$ cat config.mk
export PLATFORM = sky130hd
export DESIGN_NAME = mem_arbiter
export DESIGN_NICKNAME = d
export VERILOG_FILES = /design/src/rtl/mem_arb_pkg.sv /design/src/rtl/mem_arb_pick.sv /design/src/rtl/mem_arbiter.sv
export SDC_FILE = /design/constraint.sdc
export NUM_CORES = 1
export LEC_CHECK = 0
export CORE_AREA = 2 2 94 96
export CTS_CLUSTER_DIAMETER = 150
export DETAILED_ROUTE_END_ITERATION = 16
export DIE_AREA = 0 0 96 98
export DONT_BUFFER_PORTS = 1
export GPL_TIMING_DRIVEN = 0
export HOLD_SLACK_MARGIN = 0.06
export SYNTH_ARGS = -nofsm -noshare
export SYNTH_HDL_FRONTEND = slang
export SYNTH_SLANG_ARGS = --single-unit
$ cat constraint.sdc
create_clock -name clock -period 3.4 [get_ports clock]
set_clock_uncertainty 0.1 [all_clocks]
set_input_delay 0.68 -clock clock [delete_from_list [all_inputs] [get_ports clock]]
set_output_delay 0.68 -clock clock [all_outputs]
set_load 0.02 [all_outputs]
$ cat src/rtl/mem_arb_pkg.sv
// Shared widths, starvation limit and master identifiers for the two-master RAM arbiter.
package mem_arb_pkg;

    localparam int ADDR_W     = 14;
    localparam int DATA_W     = 32;
    localparam int STARVE_MAX = 7;

    typedef enum logic {
        M0 = 1'b0,
        M1 = 1'b1
    } master_e;

endpackage

$ cat src/rtl/mem_arb_pick.sv
// Winner selection between the two masked requests.
// Define MEM_ARB_RR_EN for round-robin; otherwise fixed m0 priority with an m1 starvation counter.
module mem_arb_pick
    import mem_arb_pkg::*;
(
    input  logic clock,
    input  logic reset,
    input  logic req0_i,
    input  logic req1_i,
    output logic valid_o,
    output logic winner_o
);

    master_e win;

    assign valid_o  = req0_i | req1_i;
    assign winner_o = (win == M1);

`ifdef MEM_ARB_RR_EN
    master_e last_q, last_d;

    // On contention the master that did not win most recently goes first.
    always_comb begin
        win    = M0;
        last_d = last_q;
        if (req0_i && req1_i) begin
            win = (last_q == M0) ? M1 : M0;
        end else if (req1_i) begin
            win = M1;
        end
        if (valid_o) begin
            last_d = win;
        end
    end

    always_ff @(posedge clock or posedge reset) begin
        if (reset) begin
            last_q <= M1;
        end else begin
            last_q <= last_d;
        end
    end
`else
    logic [2:0] starve_q, starve_d;

    // m0 wins contention unless m1 has been passed over STARVE_MAX times.
    always_comb begin
        win      = M0;
        starve_d = starve_q;
        if (req0_i && req1_i) begin
            win = (starve_q == 3'(STARVE_MAX)) ? M1 : M0;
        end else if (req1_i) begin
            win = M1;
        end
        if (req1_i && win == M1) begin
            starve_d = '0;
        end else if (req1_i && starve_q != 3'(STARVE_MAX)) begin
            starve_d = starve_q + 3'd1;
        end
    end

    always_ff @(posedge clock or posedge reset) begin
        if (reset) begin
            starve_q <= '0;
        end else begin
            starve_q <= starve_d;
        end
    end
`endif

endmodule

$ cat src/rtl/mem_arbiter.sv
// Two-master arbiter in front of a single-port RAM with one-cycle read latency.
// Arbitration policy selected by MEM_ARB_RR_EN (see mem_arb_pick).
module mem_arbiter
    import mem_arb_pkg::*;
(
    input  logic              clock,
    input  logic              reset,
    input  logic              m0_req,
    input  logic              m0_we,
    input  logic [ADDR_W-1:0] m0_addr,
    input  logic [DATA_W-1:0] m0_wdata,
    output logic              m0_gnt,
    output logic              m0_rvalid,
    output logic [DATA_W-1:0] m0_rdata,
    input  logic              m1_req,
    input  logic              m1_we,
    input  logic [ADDR_W-1:0] m1_addr,
    input  logic [DATA_W-1:0] m1_wdata,
    output logic              m1_gnt,
    output logic              m1_rvalid,
    output logic [DATA_W-1:0] m1_rdata,
    output logic              ram_en,
    output logic              ram_we,
    output logic [ADDR_W-1:0] ram_addr,
    output logic [DATA_W-1:0] ram_wdata,
    input  logic [DATA_W-1:0] ram_rdata,
    output logic              busy
);

    logic              gnt0_q, gnt0_d, gnt1_q, gnt1_d;
    logic              ramEn_q, ramEn_d, ramWe_q, ramWe_d;
    logic [ADDR_W-1:0] ramAddr_q, ramAddr_d;
    logic [DATA_W-1:0] ramWdata_q, ramWdata_d;
    logic              rvalid_q, rvalid_d;
    master_e           rid_q, rid_d;
    logic              req0Masked, req1Masked, pickValid, pickWin;

    // A request held through its own grant cycle is already being served.
    assign req0Masked = m0_req & ~gnt0_q;
    assign req1Masked = m1_req & ~gnt1_q;

    mem_arb_pick u_pick (
        .clock    (clock),
        .reset    (reset),
        .req0_i   (req0Masked),
        .req1_i   (req1Masked),
        .valid_o  (pickValid),
        .winner_o (pickWin)
    );

    always_comb begin
        gnt0_d     = pickValid & ~pickWin;
        gnt1_d     = pickValid & pickWin;
        ramEn_d    = pickValid;
        ramWe_d    = 1'b0;
        ramAddr_d  = '0;
        ramWdata_d = '0;
        if (pickValid) begin
            ramWe_d    = pickWin ? m1_we    : m0_we;
            ramAddr_d  = pickWin ? m1_addr  : m0_addr;
            ramWdata_d = pickWin ? m1_wdata : m0_wdata;
        end
        rvalid_d = ramEn_q & ~ramWe_q;
        rid_d    = gnt1_q ? M1 : M0;
    end

    always_ff @(posedge clock or posedge reset) begin
        if (reset) begin
            gnt0_q     <= 1'b0;
            gnt1_q     <= 1'b0;
            ramEn_q    <= 1'b0;
            ramWe_q    <= 1'b0;
            ramAddr_q  <= '0;
            ramWdata_q <= '0;
            rvalid_q   <= 1'b0;
            rid_q      <= M0;
        end else begin
            gnt0_q     <= gnt0_d;
            gnt1_q     <= gnt1_d;
            ramEn_q    <= ramEn_d;
            ramWe_q    <= ramWe_d;
            ramAddr_q  <= ramAddr_d;
            ramWdata_q <= ramWdata_d;
            rvalid_q   <= rvalid_d;
            rid_q      <= rid_d;
        end
    end

    assign m0_gnt    = gnt0_q;
    assign m1_gnt    = gnt1_q;
    assign ram_en    = ramEn_q;
    assign ram_we    = ramWe_q;
    assign ram_addr  = ramAddr_q;
    assign ram_wdata = ramWdata_q;
    assign m0_rvalid = rvalid_q & (rid_q == M0);
    assign m1_rvalid = rvalid_q & (rid_q == M1);
    assign m0_rdata  = m0_rvalid ? ram_rdata : '0;
    assign m1_rdata  = m1_rvalid ? ram_rdata : '0;
    // Raw requests are combinational, so busy is gated to stay low during reset.
    assign busy      = ~reset & (req0Masked | req1Masked | ramEn_q | rvalid_q);

endmodule

==> results.md, run 1 <==
Placement:
- In this run the tool buffered the top-level ports with 0 buffer cells.
- The detailed placer's ending HPWL is about 6800 µm.
- The instance count after placement with tap cells included is around 320.
- At the end of routability-driven placement, the weighted congestion stood at between 0.7 and 0.8.

Yosys:
- Ranked by total cell area, the synthesized netlist is headed by sky130_fd_sc_hd__dfrtp_1 (56%), sky130_fd_sc_hd__a22o_1 (17%), sky130_fd_sc_hd__and2_1 (8.4%).
- The distinct cell type count of the synthesized netlist is 21.
- The post-synthesis cell type with the largest combined area is sky130_fd_sc_hd__dfrtp_1.
- The mapped netlist covers between 2000 and 2500 µm².
- The proportion of synthesized chip area in sequential cells is about 56%.
- In this run, synthesis produced a sequential element count of 55.
- The total of warnings raised by yosys is 0.
- Counting every instance in the synthesized netlist gives 208.
- The top cell type by area accounts for about 56% of the synthesized area.
- Synthesis produced a netlist with a net count of 340.
- Dividing the synthesized area by the synthesized cell count gives 11.8 µm².

CTS:
- The number of H-tree branching levels is 2.
- The post-CTS setup-driven buffer insertion count is 0.
- The clock passes through at most 2 buffers.
- Clock latency on the worst-skew pair, taken at its later pin, is 0.30 ns.
- TritonCTS created 5 clock buffers.
- Counting every sink on the clock net gives 55.
- Clock-pin slew was measured on the worst setup and hold paths at ~0.090 ns.
- The number of cells upsized or downsized after cts is 0.
- Clock tree synthesis selected as its root buffer the cell sky130_fd_sc_hd__clkbuf_8.
- The post-cts hold buffer count is 0.
- TritonCTS built the clock tree.

Worst setup path:
- The type of element capturing the critical path is a primary output.
- STA classifies the critical path startpoint as a flip-flop.
- The kind of cell adding the most delay to the critical path is simple AND/OR/NAND/NOR gates.
- Data arrives at the worst endpoint at ~1.8 ns.
- The launch instance of the worst register-to-register path is u_pick.starve_q[0]$_DFFE_PP0P_.
- The maximum fanout along the worst path is 10.
- The slowest stage cell on the critical path is sky130_fd_sc_hd__dfrtp_1.
- The signal on the critical path passes through and2b_1, clkbuf_1, and2_1.
- The type of the worst setup path is reg2out.
- In this run the register-to-register setup slack is 1.44 ns.
- At the worst endpoint, the required time is about 2.6 ns.
- Tracing the worst setup path back leads to its startpoint at rid_q$_DFF_PP0_.
- Counting both buffers and inverters, the worst setup path holds a total of 1.
- On the worst path, the slowest cell contributes a delay of between 0.4 and 0.5 ns.

Finish:
- Leaving out fill and tap cells, the most frequent cell in the layout is sky130_fd_sc_hd__dfrtp_1.
- The filler cells instantiated in the layout total between 800 and 900.
- At the end of the flow, the number of nets in the layout was 348.
- Cells with a size suffix above 1 make up between 10% and 20% of the layout.
- The flip-flop count of the largest register after layout is 32.
- For this run, the number of standard cells in the final layout without fillers is 330.
- The end-of-flow core utilization is 32.3%.
- Leaving out fill and tap cells, the most frequent cells in the layout are sky130_fd_sc_hd__dfrtp_1 (55), sky130_fd_sc_hd__a22o_1 (47), sky130_fd_sc_hd__and2_1 (33).
- Compared with the post-synthesis result, the final layout area differs by 11.1%.

Detailed routing:
- The count of routing violations after the opening detailed-route iteration is 67.
- The final layout contains routed wiring with a total length of between 7000 and 8000 µm.
- The number of vias in the routed layout is 1784.
- For this run, the detailed router's first-pass iteration total came to 4.
- The final routed wire length divided by cell count is 23.6 µm.
- Using the TritonRoute via totals, the vias-per-cell ratio works out to between 5 and 6.
- In this run the remaining antenna-violating nets after routing total 0.
- The count of unresolved DRC violations after routing is 0.

STA:
- The remaining max-slew budget at the tightest pin is 59.2%.
- The max-slew violation count was 0.
- The final critical-path share of the clock period is 77.0%.
- Setup repair after global routing left no endpoint under its margin.
- Derived from the worst setup path, the maximum achievable clock frequency is between 0.3 and 0.4 GHz.
- The final number of setup-violating endpoints is 0.
- The final critical-path required period is ~2.6 ns.
- The minimum hold slack is ~0.23 ns.
- The total count of hold-check failures in the final report was 0.
- The accumulated negative setup slack is 0 ns.
- The actual slew at the worst max-slew pin is roughly 0.61 ns.

Power:
- The overall power after layout is between 1 and 1.5 mW.
- In this run the power density over the cells is between 500 and 600 nW/µm².
- The worst voltage drop across the vdd grid is 242 µV.
- For this design the static power due to leakage is between 1 and 1.5 nW.

Global routing:
- Across every metal layer, demand over resource in global routing totals between 15 and 20%.
- The total global routing overflow is 0.
- The maximum number of pins on one net before global-route repair is 30.
- The first global-routing pass estimated 10100 µm of wire.
- The number of global-route vias before repair was around 1700.
- The initial antenna violation count is 5.

Floorplan:
- Measured along the x axis, the die boundary spans approximately 96 µm.
- For this configuration, the core starts out at a cell density of between 20 and 30%.
- The area of the core region is between 8000 and 9000 µm².
- The standard-cell row count is 34.
- The die covers approximately 9400 µm².
- In this run the vertical extent of the chip is between 90 and 100 µm.
- The top-level port count is 247.

Hold path:
- The min-delay analysis places its worst path in the category in2async.

Run:
- Max-cap violations in this run came to 0.

Run status:
- The run finished with clean final reports.
cells in the mapped netlist, drive strengths merged:
| cell | n |
|---|---|
| buf | 11 |
| nand2b | 2 |
| and2 | 33 |
| a22o | 47 |
| nand2 | 5 |
| a21o | 1 |
| o31a | 1 |
| nor3b | 1 |
| and3 | 32 |
| a31oi | 1 |
| inv | 2 |
| dfrtp | 55 |
| o21ai | 2 |
| and2b | 1 |
| ha | 2 |
| nor4 | 1 |
| nor2 | 1 |
| clkbuf | 9 |
| nor2b | 1 |
cell type report:
type | count | area, µm² | share of cell area, %
Antenna cell | 6 | 15.0 | 0.549
Buffer | 20 | 123 | 4.48
Clock buffer | 6 | 72.6 | 2.65
Clock inverter | 1 | 30.0 | 1.10
Inverter | 2 | 7.51 | 0.274
Multi-Input combinational cell | 131 | 957 | 35.0
Sequential cell | 55 | 1380 | 50.3
Tap cell | 108 | 135 | 4.94
Timing Repair Buffer | 1 | 20.0 | 0.732
logic make-up (layout without fill, tap and decap cells):
| logic type | after synthesis | in the layout | synth area share, % |
|---|---|---|---|
| flops | 55 | 55 | 55.9 |
| other cells | 0 | 6 | 0 |
| simple gates | 77 | 77 | 19.6 |
| buf+inv | 22 | 30 | 5.28 |
| fa+ha+maj | 2 | 2 | 1.02 |
| compound gates | 52 | 52 | 18.3 |
stage by stage:
step	instance area [µm²]	setup WS, ns
floorplan	2460	0.374
global placement	2600	-0.118
detailed placement	2620	1.05
CTS	2720	0.745
global route	2730	0.602
finish	2740	0.781
power by group:
group          switching, mW  internal (mW)  leakage (nW)
Combinational          0.162         0.0863         0.604
Sequential             0.101          0.710         0.703
Clock                  0.194          0.216        0.0513
path summary, 6_finish.rpt:
check | cells after the start | to
hold reg to reg | 2 | u_pick.starve_q[1]$_DFFE_PP0P_
hold / removal | 1 | ram_addr[9]$_DFF_PP0_
min in group clock | 2 | u_pick.starve_q[1]$_DFFE_PP0P_
setup reg to reg | 7 | ram_wdata[6]$_DFF_PP0_
setup / recovery | 3 | m0_rdata[30]
max in group asynchronous | 2 | ram_addr[3]$_DFF_PP0_
worst reg2reg max path, stage by stage (launching register included):
cell and delay [ns]:
sky130_fd_sc_hd__dfrtp_1 0.41, sky130_fd_sc_hd__ha_1 0.21, sky130_fd_sc_hd__ha_1 0.25, sky130_fd_sc_hd__nor3b_2 0.31, sky130_fd_sc_hd__nor2_4 0.08, sky130_fd_sc_hd__buf_6 0.16
sky130_fd_sc_hd__buf_6 0.14, sky130_fd_sc_hd__a22o_1 0.19
layer usage:
metal / GRT usage (%) / vias to the layer above / wire (µm) / part of all wire [%]
met4: 3.96 / 2 / 82 / 1.1
met3: 7.79 / 9 / 1040 / 13
li1: - / 769 / - / -
met2: 29.4 / 152 / 4310 / 55
met1: 13.1 / 852 / 2350 / 30
met5: 0 / - / 13 / 0.17
No activity file was read; power rests on OpenSTA's default activity.
==> run 2, diff against run 1 <==
- clock period: 3.4 -> 2.1 ns (I/O delays scaled with it)
==> results.md, run 2 (synthesis results as in run 1) <==
Power:
- The register share of total power is 57.1% (+1.9 points).
- The portion of total power attributed to the clock network came to 24.5% (-3.4 points).
- The power density over the cells is 827 nW/µm² (+54%).
- The worst voltage drop across the vdd grid came to 467 µV (+93%).
- The total internal power was 1.54 mW (+52%).
- The switching part of the total power is 33.0% (+1.9 points).
- The net load switching power is 0.760 mW (+66%).
- The relative contribution of combinational cells to total power is 18.5% (+1.6 points).
- The overall power after layout is 2.30 mW (+57%).
- The cell leakage power is 1.38 nW (+1.9%).

Detailed routing:
- The count of unresolved DRC violations after routing is 0 (unchanged).
- The count of routing violations after the opening detailed-route iteration came to 29 (-57%).
- The number of vias in the routed layout was 1798 (+0.78%).
- The final routed wire length divided by cell count is 23.4 µm (-0.75%).
- The final routed wirelength across all metal layers is 7680 µm (-1.3%).
- The count of antenna-violating nets left after detailed routing is 0 (unchanged).
- The post-detailed-route via-to-cell ratio is 5.48 (+1.4%).
- The first-pass iteration count of the detailed router came to 4 (unchanged).

Hold path:
- The end of the worst hold path is ram_addr[0]$_DFF_PP0_.
- The min-delay analysis places its worst path in the category in2reg.
- The worst hold path begins at m1_addr[0].
- The number of cells on the worst hold path is 1.

Worst setup path:
- The type of element capturing the critical path is a primary output.
- The worst setup path is launched from a flip-flop.
- The arrival time at the worst endpoint is 1.51 ns (-0.33 ns).
- The worst path required time is 1.58 ns (-1.04 ns).
- The endpoint of the worst register-to-register path is ram_wdata[5]$_DFF_PP0_.
- The launch instance of the worst register-to-register path is u_pick.starve_q[0]$_DFFE_PP0P_.
- The worst-case reg-to-reg path depth is 7 (unchanged).
- The maximum fanout along the worst path is 8 (-2).
- The critical path is of the reg2out type.
- The setup slack on the worst flop-to-flop path is 0.15 ns (-1.29 ns).

STA:
- The final number of setup-violating endpoints came to 0 (unchanged).
- The peak clock frequency supported by timing is a little under 0.5 GHz.
- The final critical-path share of the clock period is between 90% and 100%.
- The remaining max-slew budget at the tightest pin is 57.8% (-1.4 points).
- The max-slew violation count is 0 (unchanged).
- The actual slew at the worst max-slew pin is 0.632 ns (+0.0208 ns).
- The minimum hold slack came to 0.144 ns (-0.0890 ns).
- Setup repair after global routing left no endpoint under its margin.
- The accumulated negative setup slack is 0 ns (unchanged).
- For the finished layout, the period the worst path requires is between 2 and 2.5 ns.
- The total count of hold-check failures in the final report came to 0 (unchanged).

Floorplan:
- The height of the die came to 98 µm (unchanged).
- The die area is 9410 µm² (unchanged).
- The width of the chip was 96 µm (unchanged).
- The top-level port count was 247 (unchanged).
- The area of the core region is 8470 µm² (unchanged).
- The standard-cell row count is 34 (unchanged).
- The starting density of the core is 29.1% (unchanged).

CTS:
- The number of buffers between clock root and the deepest sink is 2 (unchanged).
- The post-CTS setup-driven buffer insertion count came to 0 (unchanged).
- The clock latency of the later-clocked register in the worst-skew pair is 0.30 ns (about the same).
- The CTS clock-pin slew for the worst setup and hold paths is 0.10 ns (about the same).
- The clock tree from TritonCTS is done.
- The total CTS buffers is 5 (unchanged).
- The number of H-tree branching levels came to 2 (unchanged).
- The cell sitting at the root of the clock tree is a sky130_fd_sc_hd__clkbuf_8.
- The clock sink count is 55 (unchanged).

Global routing:
- The initial antenna violation count came to 0 (-5).
- The global-route total usage across every layer is 15.3% (+0.15 points).
- The wire length of the first global-routing pass is 10400 µm (+2.4%).
- The total global routing overflow was 0 (unchanged).
- The maximum number of pins on one net before global-route repair was 29 (-3.3%).
- The number of global-route vias before repair is 1670 (-3.4%).

Finish:
- The top cell types in the final layout, fill and taps aside, are sky130_fd_sc_hd__dfrtp_1 (54), sky130_fd_sc_hd__a22o_1 (47), sky130_fd_sc_hd__and3_1 (32).
- The flip-flop count of the largest register after layout came to 32 (unchanged).
- The end-of-flow core utilization is 32.9% (+0.55 points).
- The number of inserted diodes is 0 (-6).
- The library cell used most frequently in the layout, excluding fill and tap cells, is sky130_fd_sc_hd__dfrtp_1.
- The layout net count was 351 (+0.86%).
- The area overhead of the layout relative to synthesis is 13.0%.
- The fraction of layout instances using a drive strength above 1 is 26.4% (+16 points).

Placement:
- The number of buffers added on ports is 0 (unchanged).
- The detailed placer's ending HPWL is 6300 µm (-7.2%).
- The routability congestion estimate was 0.751 (-2.6%).

Run:
- The max capacitance violation total is 0 (unchanged).

Run status:
- The flow ran to the end, and the final reports show no timing, DRC or antenna violations.
## run 2: cell types whose count changed in the layout (fill, tap and decap cells not counted), sizes merged
cell,change
diode,-6
dlygate4sd3,+2
bufinv,-1
clkinvlp,+3
buf,+1
inv,-1
clkbuf,-1
clkinv,+1
## run 2: worst max path at each step
| stage | startpoint | endpoint | depth (start not counted) |
|---|---|---|---|
| floorplan | reset | busy | 2 |
| finish | m1_gnt$_DFF_PP0_ | busy | 4 |
| global route | m1_gnt$_DFF_PP0_ | busy | 4 |
| CTS | rid_q$_DFF_PP0_ | m0_rdata[25] | 3 |
| detailed placement | reset | busy | 2 |
| global placement | reset | busy | 2 |
## run 2: critical path, cell delays in order (launching register included)
cell and delay, ns:
sky130_fd_sc_hd__dfrtp_2 0.46, sky130_fd_sc_hd__nand2b_1 0.13, sky130_fd_sc_hd__buf_4 0.16, sky130_fd_sc_hd__nand2_1 0.08, sky130_fd_sc_hd__o31a_1 0.38
## run 2: area by class of cell
type | count | area, µm²
flip-flops and latches | 55 | 1380
inverters | 2 | 11.3
well taps | 108 | 135
repair inverters | 1 | 7.51
clock buffers | 6 | 72.6
clock inverters | 2 | 12.5
repair buffers | 3 | 40.0
multi-input cells | 131 | 995
plain buffers | 20 | 131
fillers | 871 | 5680
## run 2: power by group through the flow
stage | Combinational [mW] | Sequential (mW) | Clock, mW
2_1_floorplan | 0.343 | 1.31 | 0
3_3_place_gp | 0.397 | 1.34 | 0
3_5_place_dp | 0.406 | 1.34 | 0
4_1_cts | 0.420 | 1.32 | 0.591
5_1_grt | 0.473 | 1.32 | 0.651
6_report | 0.425 | 1.31 | 0.563
## run 2: what timing repair did
action                                 in CTS  in global routing
setup endpoints to repair                  30                 30
endpoints found under the hold margin      27                 28
gates cloned                                1                  0
hold buffers                                2                  1
pin swaps                                   0                  1
resized for setup                           9                 29
## run 2: stage by stage
| step | instances | area [µm²] | setup slack (ns) |
|---|---|---|---|
| after global routing | 328 | 2780 | 0.00268 |
| after global placement | 316 | 2600 | -0.311 |
| after detailed placement | 316 | 2600 | -0.330 |
| final | 328 | 2780 | 0.0705 |
| after floorplan | 208 | 2470 | 0.0302 |
| after CTS | 327 | 2740 | 0.0183 |
## run 2: per-layer routing
layer | GRT usage (%) | vias up | part of all wire (%)
li1 | - | 765 | -
met1 | 15.1 | 875 | 32
met2 | 30.9 | 151 | 58
met3 | 3.55 | 7 | 8.7
met4 | 3.74 | 0 | 1.3
met5 | 0 | - | 0
